$ cat src/rtl/cart_mmc1_gen.sv
// MMC1-family cartridge mapper: serial register loader, PRG/CHR bank expansion,
// banked PRG-RAM and CIRAM mirroring, with optional rejection of back-to-back writes.
module cart_mmc1_gen #(
    parameter int PRG_BANK_BITS = 4,
    parameter int CHR_BANK_BITS = 5,
    parameter int PRG_RAM_BANKS = 1,
    parameter int CHR_IS_RAM    = 1,
    parameter int WRITE_GAP     = 2
) (
    input  logic                                 clk_sys,
    input  logic                                 rst_n,
    input  logic                                 prg_nce_in,
    input  logic [14:0]                          prg_a_in,
    input  logic                                 prg_r_nw_in,
    input  logic [7:0]                           prg_d_in,
    input  logic [13:0]                          chr_a_in,
    input  logic                                 chr_r_nw_in,
    output logic [PRG_BANK_BITS+13:0]            prg_rom_addr,
    output logic [12+$clog2(PRG_RAM_BANKS):0]    prg_ram_addr,
    output logic                                 prg_ram_ce,
    output logic                                 prg_ram_we,
    output logic [CHR_BANK_BITS+11:0]            chr_addr,
    output logic                                 chr_we,
    output logic                                 ciram_nce_out,
    output logic                                 ciram_a10_out,
    output logic                                 reg_wr,
    output logic [4:0]                           debug
);
    localparam int GAP_W = (WRITE_GAP > 0) ? $clog2(WRITE_GAP + 1) : 1;

    logic [4:0]       shift, control, chr_bank_0, chr_bank_1, prg_bank;
    logic [4:0]       shift_next;
    logic             prev_wr, prg_write, wr_accept;
    logic [GAP_W-1:0] gap_cnt;
    logic [3:0]       prg_inner;
    logic [4:0]       chr_bank_raw, chr_bank;

    assign prg_write  = ~prg_nce_in & ~prg_r_nw_in;
    assign wr_accept  = prg_write & ~prev_wr & (gap_cnt == '0);
    assign shift_next = {prg_d_in[0], shift[4:1]};

    // shift[0] reaching 1 marks the fifth bit: the start marker has walked down.
    always_ff @(posedge clk_sys or negedge rst_n) begin
        if (!rst_n) begin
            shift      <= 5'b10000;
            control    <= 5'b01100;
            chr_bank_0 <= 5'b00000;
            chr_bank_1 <= 5'b00000;
            prg_bank   <= 5'b00000;
            prev_wr    <= 1'b0;
            gap_cnt    <= '0;
            reg_wr     <= 1'b0;
        end else begin
            prev_wr <= prg_write;
            reg_wr  <= 1'b0;
            if (wr_accept) begin
                gap_cnt <= GAP_W'(WRITE_GAP);
                if (prg_d_in[7]) begin
                    shift   <= 5'b10000;
                    control <= control | 5'b01100;
                end else if (shift[0]) begin
                    shift  <= 5'b10000;
                    reg_wr <= 1'b1;
                    case (prg_a_in[14:13])
                        2'd0:    control    <= shift_next;
                        2'd1:    chr_bank_0 <= shift_next;
                        2'd2:    chr_bank_1 <= shift_next;
                        default: prg_bank   <= shift_next;
                    endcase
                end else begin
                    shift <= shift_next;
                end
            end else if (gap_cnt != '0) begin
                gap_cnt <= gap_cnt - 1'b1;
            end
        end
    end

    always_comb begin
        prg_inner = 4'h0;
        if (!control[3])
            prg_inner = {prg_bank[3:1], prg_a_in[14]};
        else if (!control[2])
            prg_inner = prg_a_in[14] ? prg_bank[3:0] : 4'h0;
        else
            prg_inner = prg_a_in[14] ? 4'hF : prg_bank[3:0];
    end

    // With a 512 KB PRG space the CHR bank-0 MSB becomes PRG A18, not a CHR line.
    generate
        if (PRG_BANK_BITS == 5) begin : g_outer
            assign prg_rom_addr = {chr_bank_0[4], prg_inner, prg_a_in[13:0]};
        end else begin : g_no_outer
            assign prg_rom_addr = {prg_inner, prg_a_in[13:0]};
        end

        if (PRG_RAM_BANKS == 4) begin : g_ram4
            assign prg_ram_addr = {chr_bank_0[3:2], prg_a_in[12:0]};
        end else if (PRG_RAM_BANKS == 2) begin : g_ram2
            assign prg_ram_addr = {chr_bank_0[3], prg_a_in[12:0]};
        end else begin : g_ram1
            assign prg_ram_addr = prg_a_in[12:0];
        end
    endgenerate

    assign prg_ram_ce = prg_nce_in & prg_a_in[14] & prg_a_in[13] & ~prg_bank[4];
    assign prg_ram_we = prg_ram_ce & ~prg_r_nw_in;

    always_comb begin
        chr_bank_raw = control[4] ? (chr_a_in[12] ? chr_bank_1 : chr_bank_0)
                                  : {chr_bank_0[4:1], chr_a_in[12]};
        chr_bank = chr_bank_raw;
        if (PRG_BANK_BITS == 5)
            chr_bank[4] = 1'b0;
    end

    assign chr_addr      = {chr_bank[CHR_BANK_BITS-1:0], chr_a_in[11:0]};
    assign chr_we        = (CHR_IS_RAM != 0) & ~chr_a_in[13] & ~chr_r_nw_in;
    assign ciram_nce_out = ~chr_a_in[13];

    always_comb begin
        case (control[1:0])
            2'd0:    ciram_a10_out = 1'b0;
            2'd1:    ciram_a10_out = 1'b1;
            2'd2:    ciram_a10_out = chr_a_in[10];
            default: ciram_a10_out = chr_a_in[11];
        endcase
    end

    assign debug = prg_bank;
endmodule

$ cat config.mk
export PLATFORM = sky130hd
export DESIGN_NAME = cart_mmc1_gen
export DESIGN_NICKNAME = d
export VERILOG_FILES = /design/src/rtl/cart_mmc1_gen.sv
export SDC_FILE = /design/constraint.sdc
export NUM_CORES = 1
export LEC_CHECK = 0
export ABC_AREA = 1
export BUFFER_PORTS_ARGS = -buffer_cell sky130_fd_sc_hd__buf_2
export CORE_MARGIN = 2
export CORE_UTILIZATION = 41
export DETAILED_ROUTE_END_ITERATION = 8
export GPL_TIMING_DRIVEN = 0
export PLACE_DENSITY = 0.85
export SKIP_CTS_REPAIR_TIMING = 1
export SLEW_MARGIN = 10
export SYNTH_ARGS = -nofsm -noshare
export SYNTH_HDL_FRONTEND = slang
export SYNTH_SLANG_ARGS = --single-unit
$ cat constraint.sdc
create_clock -name clk_sys -period 2.9 [get_ports clk_sys]
set_input_delay 0.29 -clock clk_sys [delete_from_list [all_inputs] [get_ports clk_sys]]
set_output_delay 0.29 -clock clk_sys [all_outputs]
set_load 0.005 [all_outputs]
==> results of run 1 <==
-- flip-flops by register name (all words and copies together) (netlist names) --
name	count
chr_bank_0	5
chr_bank_1	5
control	5
debug	5
gap_cnt	2
prev_wr	1
reg_wr	1
shift	5
-- worst min path at each step --
stage,slack (ps),end,startpoint
detailed placement,340,reg_wr,rst_n
global route,70,control[4],rst_n
finish,20,chr_bank_1[0],rst_n
global placement,330,reg_wr,rst_n
floorplan,-6,chr_bank_0[0],rst_n
CTS,40,chr_bank_1[0],rst_n
-- critical path, cell delays in order, from the launching register on --
cell and delay (ps):
dfrtp_1 400, nand2_1 200, mux2_2 380, buf_2 130
-- layout make-up --
type                    count  area (um^2)  area share
plain buffers              41          315       0.141
clock buffers               7         86.3      0.0387
clock inverters             1         30.0      0.0135
inverters                  18         67.6      0.0303
multi-input cells         121          584       0.262
flip-flops and latches     29          729       0.327
well taps                  50         62.6      0.0280
repair buffers             71          355       0.159
-- metal layers --
layer | up-vias | global-route usage | routed length, um | share of wire
met5 | - | 0 | 0 | 0
met4 | 0 | 0.0750 | 57 | 0.016
met3 | 6 | 0.0526 | 296 | 0.082
met2 | 63 | 0.274 | 1820 | 0.50
met1 | 689 | 0.188 | 1440 | 0.40
li1 | 781 | - | - | -
-- per-stage QoR --
stage	cells	setup slack, ps	hold slack, ps	util	cell area, um^2
finish	338	1230	24.6	0.558	2230
global placement	330	1470	334	0.529	2110
global route	338	1160	68.5	0.558	2230
floorplan	209	1570	-5.59	-	1700
detailed placement	330	1430	344	0.529	2110
CTS	338	1220	41.6	0.558	2230
-- placed cells by master (no fill, tap or decap), types with 2 or more instances in the layout --
master,netlist,final
o21ai_0,12,12
nor3_1,2,2
buf_2,0,71
dfrtp_1,26,26
mux2_2,4,4
buf_4,39,39
nand2_1,61,61
inv_2,2,2
nor2_1,7,7
inv_1,16,16
nand3_1,23,23
nor2_4,2,2
buf_6,2,2
a21oi_1,3,3
dfstp_2,3,3
clkbuf_8,0,6
-- kinds of logic after synthesis --
family / after synthesis / share of synthesized area
buffers and inverters: 59 / 0.226
AOI/OAI and AO/OA: 18 / 0.0553
DFF: 29 / 0.430
adders and majority gates: 1 / 0.00737
and+or+nand+nor: 98 / 0.255
muxes: 4 / 0.0265
-- synth_stat cells (2+ instances only) --
cell type / number / share of area
nand2_1: 61 / 0.13
buf_4: 39 / 0.17
dfrtp_1: 26 / 0.38
nand3_1: 23 / 0.068
inv_1: 16 / 0.035
o21ai_0: 12 / 0.035
nor2_1: 7 / 0.015
mux2_2: 4 / 0.027
a21oi_1: 3 / 0.0088
dfstp_2: 3 / 0.046
buf_6: 2 / 0.013
inv_2: 2 / 0.0044
nor2_4: 2 / 0.013
nor3_1: 2 / 0.0059
-- report_power, final --
| group | switching, W | internal [W] | leakage (nW) |
|---|---|---|---|
| Combinational | 0.000150 | 0.000145 | 0.878 |
| Sequential | 0.0000721 | 0.000492 | 0.386 |
| Clock | 0.000153 | 0.000280 | 0.0585 |
==> metrics.csv, run 1 <==
stage,metric,value,unit
worst_setup_path,Crit Path Category,reg2out,
clocking,Sink Count,29,
clocking,CTS H-tree lvls,2,
finish,layout cells sized above 1,0.458,
global_route,Total GRT Usage,0.163,
timing,Slew headroom,0.577,
timing,maximum clock rate,600,MHz
pwr,overall power,0.00129,W
synth,synth unique cells,21,
die,Ports,101,
global_route,initial antenna violation count,0,
routing,routed via count,1539,
routing,Routed Antenna Nets,0,
global_route,global-route wire length before repair,5500,um
die,Starting Density,0.424,
synth,syn_nets,252,
timing,Final setup viols,0,
clocking,Root Buffer,clkbuf_8,
clocking,CTS tree,built,
worst_setup_path,"Max FO, Critical Path",5,
die,Die Span X,68.3,um
clocking,clk buf depth,2,
synth,Synth Flop Type,dfrtp_1,
clocking,Clock Pin Slew Worst Setup and Hold Paths,60,ps
worst_setup_path,Worst Reg-to-Reg Cells,8,
timing,Slew Limit Fails,0,
routing,DRT Pass-1 Iters,4,
routing,Wirelength per Cell,10.7,um
timing,final hold vios,0,
global_route,maximum number of pins on one net before global-route repair,30,
pwr,Max rail drop VDD,454,uV
routing,drt drc,0,
worst_setup_path,R2R setup slack,1420,ps
placed_design,Buffers on Ports,71,
timing,RSZ-0062 raised after global routing,no,
worst_setup_path,crit path launch,control[4],
die,Core ar.,4000,um^2
die,die height,68.3,um
synth,Post-Synthesis Cells,209,
outcome,outcome,"complete, no violations",
timing,crit share post-route,0.575,
timing,min cycle time layout,1670,ps
placed_design,Routability Congestion,0.797,
synth,Synth Area per Inst,8.12,um^2
synth,Yosys warning count,0,
synth,post-synthesis sequential area ratio,0.430,
routing,initial DRC count,37,
timing,Worst Tran Pin Value,635,ps
routing,vias per cell,4.55,
synth,ys async rst share,1.00,
global_route,gr ovfl total,0,
min_path,worst min path class,in2async,
worst_setup_path,Startpoint Class,flip-flop,
worst_setup_path,Crit path required time,2610,ps
routing,final WL,3610,um
worst_setup_path,Setup crit end,chr_addr[15],
die,# rows,23,
placed_design,dpl hpwl,2830,um
finish,Layout area overhead,31.5,%
flow_run,max_cap viols,0,
clocking,TritonCTS buffer count,5,
finish,diode count,0,
pwr,Lkg Pwr,1.32,nW
worst_setup_path,critical path arrival,1380,ps
timing,Setup TNS,0,ps
worst_setup_path,RR Endpoint,control[0],
clocking,"Clk Latency, worst-skew pair",280,ps
synth,number of enable flip-flop cells after synthesis,0,
worst_setup_path,crit end category,output pin,
global_route,vias in the first global route,1246,
timing,Max Clock Skew,1.82,ps
finish,Final #Nets,330,
synth,mapped cell area,1700,um^2
pwr,Power Density,579,nW/um^2
worst_setup_path,RR Startpoint,gap_cnt[0],
die,die area,4670,um^2
finish,Fillers,395,
synth,#FFs+latches synth,29,
No activity file was read; power rests on OpenSTA's default activity.
==> run 2, diff against run 1 <==
--- a/config.mk
+++ b/config.mk
@@ -8,7 +8,7 @@
 export ABC_AREA = 1
 export BUFFER_PORTS_ARGS = -buffer_cell sky130_fd_sc_hd__buf_2
 export CORE_MARGIN = 2
-export CORE_UTILIZATION = 41
+export CORE_UTILIZATION = 39
 export DETAILED_ROUTE_END_ITERATION = 8
 export GPL_TIMING_DRIVEN = 0
 export PLACE_DENSITY = 0.85
==> constraint.sdc (replaced) <==
create_clock -name clk_sys -period 1.3 [get_ports clk_sys]
set_input_delay 0.13 -clock clk_sys [delete_from_list [all_inputs] [get_ports clk_sys]]
set_output_delay 0.13 -clock clk_sys [all_outputs]
set_load 0.005 [all_outputs]
==> run 2 against run 1 <==
Compared with the run above: the flow now finishes with violations (setup timing); clock skew grew 3.9 ps; global-route usage shrank 1.1 points; count of clock-buffer cells in the layout is the same; first-iteration DRC count grew to 3.4 times the previous value; combinational power grew to 3.1 times the previous value.
==> metrics.csv, run 2 (same netlist as run 1, synthesis figures left out) <==
stage,metric,value,unit
worst_setup_path,RR Startpoint,gap_cnt[0],
global_route,maximum number of pins on one net before global-route repair,30,
timing,Final setup viols,26,
die,die area,4890,um^2
worst_setup_path,R2R setup slack,-120,ps
worst_setup_path,"Max FO, Critical Path",4,
pwr,Max rail drop VDD,737,uV
die,Ports,101,
clocking,clk buf depth,2,
finish,Fillers,333,
clocking,Root Buffer,clkbuf_8,
worst_setup_path,Startpoint Class,flip-flop,
pwr,combinational fraction of design power,0.299,
placed_design,Routability Congestion,0.811,
clocking,TritonCTS buffer count,5,
die,Starting Density,0.415,
timing,setup ws final,-206,ps
clocking,"Clk Latency, worst-skew pair",290,ps
global_route,initial antenna violation count,0,
die,# rows,23,
timing,final hold vios,0,
pwr,Seq pwr share,0.431,
clocking,Clock Pin Slew Worst Setup and Hold Paths,60,ps
die,Core ar.,4090,um^2
pwr,Power Density,1190,nW/um^2
flow_run,max_cap viols,0,
timing,RSZ-0062 raised after global routing,yes,
placed_design,Buffers on Ports,71,
placed_design,dpl hpwl,2900,um
global_route,met2 usage,0.275,
global_route,GRT met3 Usage,0.0404,
routing,DRT Pass-1 Iters,4,
global_route,vias in the first global route,1415,
global_route,grt peak-use layer,met2,
routing,initial DRC count,126,
worst_setup_path,Crit path required time,1170,ps
finish,Layout area overhead,51.1,%
finish,register area,729,um^2
worst_setup_path,Crit Path Category,reg2out,
routing,final WL,4460,um
timing,crit share post-route,1.16,
placed_design,pre-CTS setup slack,-117,ps
worst_setup_path,max incr delay on CP,560,ps
worst_setup_path,CP bufs+invs,2,
min_path,worst min path class,in2reg,
clocking,CTS tree,built,
clocking,CTS H-tree lvls,2,
worst_setup_path,Worst Reg-to-Reg Cells,9,
global_route,Total GRT Usage,0.152,
routing,routed via count,1700,
global_route,gr ovfl total,0,
routing,drt drc,0,
finish,diode count,0,
worst_setup_path,CP cell instances,"inv_2, nor2_4, nand2_4, nand3_2, o21ai_1, buf_2",
finish,Final #Nets,343,
timing,Max Clock Skew,5.69,ps
finish,design area,2560,um^2
die,Die Span X,70.0,um
pwr,Lkg Pwr,1.47,nW
worst_setup_path,crit end category,output pin,
worst_setup_path,crit path launch,control[3],
worst_setup_path,critical path arrival,1380,ps
finish,multi-input logic area,785,um^2
worst_setup_path,Setup crit end,prg_rom_addr[14],
global_route,GRT met1 Usage,0.160,
finish,fin util,0.627,
global_route,global-route wire length before repair,5930,um
clocking,Sink Count,29,
timing,Worst Tran Pin Value,767,ps
pwr,sw frac,0.328,
finish,Non-Filler Instances,351,
finish,"most common cell after layout, fill and taps aside",buf_2,
finish,most frequent cells in the layout,"buf_2, nand2_1, buf_4",
pwr,Int Pwr,0.00205,W
timing,Slew Limit Fails,0,
timing,Hold WS,32.9,ps
timing,min cycle time layout,1510,ps
worst_setup_path,largest delay contributor family on the critical path,flip-flops,
outcome,failing checks,setup timing,
outcome,outcome,"complete, but fails checks",
pwr,Clock power frac,0.270,
worst_setup_path,RR Endpoint,control[0],
timing,Slew headroom,0.486,
die,die height,70.0,um
routing,vias per cell,4.84,
timing,maximum clock rate,664,MHz
pwr,Sw Pwr,0.00100,W
placed_design,Placed Instances,330,
routing,Wirelength per Cell,12.7,um
finish,layout cells sized above 1,0.615,
routing,Routed Antenna Nets,0,
placed_design,Post-DP Area,2130,um^2
worst_setup_path,Worst path slowest cell,dfstp_2,
worst_setup_path,Worst path depth,6,
[run 2: changes by cell type in the layout (fill, tap and decap cells not counted), moves of 3 or more]
cell     previous run  this run
nand3_2             0        16
mux2_4              0         4
nand2_1            61        47
buf_6               2        12
nand2_2             1         9
o21ai_0            12         7
nand3_1            23         7
inv_2               2         5
buf_4              39        45
mux2_2              4         0
o21ai_1             1         4
nand2_4             0         6
inv_1              16        13
buf_2              71        67
[run 2: power groups by stage]
stage	combinational (W)	clock [W]	sequential [W]
2_1_floorplan	0.000486	0	0.00123
3_3_place_gp	0.000682	0	0.00126
3_5_place_dp	0.000712	0	0.00127
4_1_cts	0.000715	0.000828	0.00126
5_1_grt	0.00102	0.000876	0.00134
6_report	0.000914	0.000823	0.00132
[run 2: per-layer routing]
metal | up-vias | share of wire | wire [um]
li1 | 814 | - | -
met1 | 792 | 0.36 | 1620
met2 | 84 | 0.54 | 2400
met3 | 10 | 0.077 | 343
met4 | 0 | 0.021 | 95
met5 | - | 0 | 0
[run 2: how the worst min path moves through the flow]
| stage | startpoint | end | slack (ps) | cells past startpoint |
|---|---|---|---|---|
| after floorplan | rst_n | chr_bank_0[0] | -170 | 0 |
| after global placement | rst_n | debug[3] | 170 | 1 |
| after detailed placement | rst_n | debug[3] | 180 | 1 |
| after CTS | rst_n | prev_wr | -130 | 1 |
| after global routing | prg_nce_in | prev_wr | 30 | 2 |
| final | prg_nce_in | prev_wr | 30 | 2 |
[run 2: stage by stage]
| stage | power, W | setup TNS, ps |
|---|---|---|
| final | 0.00305 | -2490 |
| after CTS | 0.00280 | -3640 |
| after global routing | 0.00323 | -3940 |
| after floorplan | 0.00171 | 0 |
| after detailed placement | 0.00199 | -1620 |
| after global placement | 0.00195 | -992 |
[run 2: cell type report]
type / instances / share of cell area
Multi-Input combinational cell: 121 / 0.306
Sequential cell: 29 / 0.285
Timing Repair Buffer: 84 / 0.196
Buffer: 41 / 0.123
Clock buffer: 7 / 0.0376
Inverter: 18 / 0.0264
Tap cell: 50 / 0.0244
Clock inverter: 1 / 0.00195
[run 2: worst register-to-register path: stages (launching register included)]
cell and delay [ps]:
dfrtp_1 400, inv_2 70, ha_4 150, nand3_4 90, nor2_4 180, buf_6 130, buf_6 120, nand2_4 70
nand2_2 70, nand2_1 50
==> run 3, diff against run 2 <==
--- a/config.mk
+++ b/config.mk
@@ -8,9 +8,9 @@
 export ABC_AREA = 1
 export BUFFER_PORTS_ARGS = -buffer_cell sky130_fd_sc_hd__buf_2
 export CORE_MARGIN = 2
-export CORE_UTILIZATION = 39
+export CORE_UTILIZATION = 41
 export DETAILED_ROUTE_END_ITERATION = 8
-export GPL_TIMING_DRIVEN = 0
+export MAX_ROUTING_LAYER = met4
 export PLACE_DENSITY = 0.85
 export SKIP_CTS_REPAIR_TIMING = 1
 export SLEW_MARGIN = 10
==> constraint.sdc (replaced) <==
create_clock -name clk_sys -period 1.4 [get_ports clk_sys]
set_input_delay 0.14 -clock clk_sys [delete_from_list [all_inputs] [get_ports clk_sys]]
set_output_delay 0.14 -clock clk_sys [all_outputs]
set_load 0.005 [all_outputs]
==> run 3 against run 2 <==
Compared with the run above: the flow still finishes with violations (setup timing); cell area decreased by 24%; sequential cell count unchanged; sequential share of layout area increased by 9.2 points; first-iteration DRC count decreased by 32%; global-route usage about the same; sequential power decreased by 9.8%; core utilization decreased by 14 points; worst setup slack improved by 130 ps; via count decreased by 22%; total power decreased by 18%; non-clock buffer count decreased by 77.
==> metrics.csv, run 3 (same netlist as run 1, synthesis figures left out) <==
stage,metric,value,unit
worst_setup_path,Startpoint Class,flip-flop,
pwr,Max rail drop VDD,857,uV
finish,register area,729,um^2
finish,diode count,0,
global_route,Total GRT Usage,0.152,
placed_design,dpl hpwl,2370,um
die,Ports,101,
worst_setup_path,Crit path required time,1260,ps
routing,max layer used,met4,
worst_setup_path,critical path arrival,1340,ps
timing,final hold vios,0,
outcome,outcome,"complete, but fails checks",
placed_design,Routability Congestion,0.817,
pwr,Power Density,1290,nW/um^2
routing,DRT Pass-1 Iters,4,
finish,Layout area overhead,14.3,%
die,# rows,23,
worst_setup_path,Crit Path Category,reg2out,
placed_design,pre-CTS setup slack,28.5,ps
routing,Routed Antenna Nets,0,
die,Core ar.,4000,um^2
finish,Fillers,377,
routing,vias per cell,4.83,
timing,Max Clock Skew,5.49,ps
die,Starting Density,0.424,
global_route,initial antenna violation count,0,
finish,layout cells sized above 1,0.357,
clocking,CTS H-tree lvls,2,
clocking,TritonCTS buffer count,5,
routing,initial DRC count,86,
worst_setup_path,crit end category,output pin,
pwr,overall power,0.00251,W
timing,setup ws final,-75.7,ps
timing,Worst Tran Pin Value,626,ps
timing,maximum clock rate,678,MHz
finish,"most common cell after layout, fill and taps aside",nand2_1,
die,die height,68.3,um
placed_design,Buffers on Ports,35,
routing,DRT met1 WL,1310,um
clocking,"Clk Latency, worst-skew pair",290,ps
worst_setup_path,"Max FO, Critical Path",4,
routing,routed via count,1323,
clocking,CTS tree,built,
global_route,maximum number of pins on one net before global-route repair,30,
pwr,Lkg Pwr,1.09,nW
die,die area,4670,um^2
timing,min cycle time layout,1480,ps
global_route,global-route wire length before repair,4920,um
timing,Slew Limit Fails,0,
timing,Slew headroom,0.583,
routing,Wirelength per Cell,12.2,um
global_route,gr ovfl total,0,
global_route,vias in the first global route,1145,
clocking,clk buf depth,2,
flow_run,max_cap viols,0,
timing,Final setup viols,6,
finish,multi-input logic area,656,um^2
outcome,failing checks,setup timing,
timing,RSZ-0062 raised after global routing,yes,
min_path,worst min path class,in2reg,
routing,final WL,3330,um
worst_setup_path,R2R setup slack,20,ps
die,Die Span X,68.3,um
clocking,Sink Count,29,
routing,met2 wire len,1690,um
finish,most frequent cells in the layout,"nand2_1, buf_2, dfrtp_1",
clocking,Root Buffer,clkbuf_8,
timing,crit share post-route,1.05,
clocking,Clock Pin Slew Worst Setup and Hold Paths,60,ps
finish,Final #Nets,266,
routing,met3 wire len,265,um
routing,drt drc,0,
[run 3: cell count changes in the layout (fill, tap and decap cells not counted), sizes merged]
| cell | change |
|---|---|
| buf | -78 |
| clkinv | +1 |
[run 3: metrics by stage]
step                      instance area, um^2  TNS (ps)   util  instances  hold slack (ps)
after floorplan                          1700         0      -        209             -156
after global placement                   1680         0  0.421        260              182
after detailed placement                 1680         0  0.421        260              193
after CTS                                1770      -815  0.442        268             -117
after global routing                     1940      -691  0.485        274             58.1
final                                    1940      -266  0.485        274             47.4
[run 3: worst max-delay path, stage by stage, from the launching register on]
cell     delay [ps]
dfstp_2         540
inv_2            50
nor2_4          110
nand2_2          90
nand3_1          70
o21ai_1          60
buf_2           120
[run 3: where the power goes]
group	total, W	switching (W)	internal [W]	leakage, nW
combinational	0.000648	0.000335	0.000313	0.663
sequential	0.00119	0.000174	0.00102	0.386
clock	0.000664	0.000321	0.000343	0.0450
total	0.00251	0.000830	0.00168	1.09
[run 3: final timing paths]
kind / startpoint / endpoint / cells after the start
min in group asynchronous: rst_n / control[0] / 2
worst min register to register: chr_bank_1[2] / chr_bank_1[2] / 2
max in group asynchronous: rst_n / shift[3] / 2
worst max-delay path: control[3] / prg_rom_addr[14] / 6
worst max register to register: gap_cnt[0] / control[1] / 9
worst min-delay path: prg_nce_in / prev_wr / 2
[run 3: cell type report]
class	instances	share of cell area
sequential	29	0.376
multi-input combinational	121	0.338
timing repair buffer	48	0.176
clock buffer	6	0.0374
inverter	18	0.0348
tap	50	0.0323
clock inverter	2	0.00516
[run 3: per-layer routing]
layer,track usage,vias to the layer above
li1,-,656
met1,0.169,613
met2,0.243,44
met3,0.0395,10
met4,0.0975,0
met5,-,-
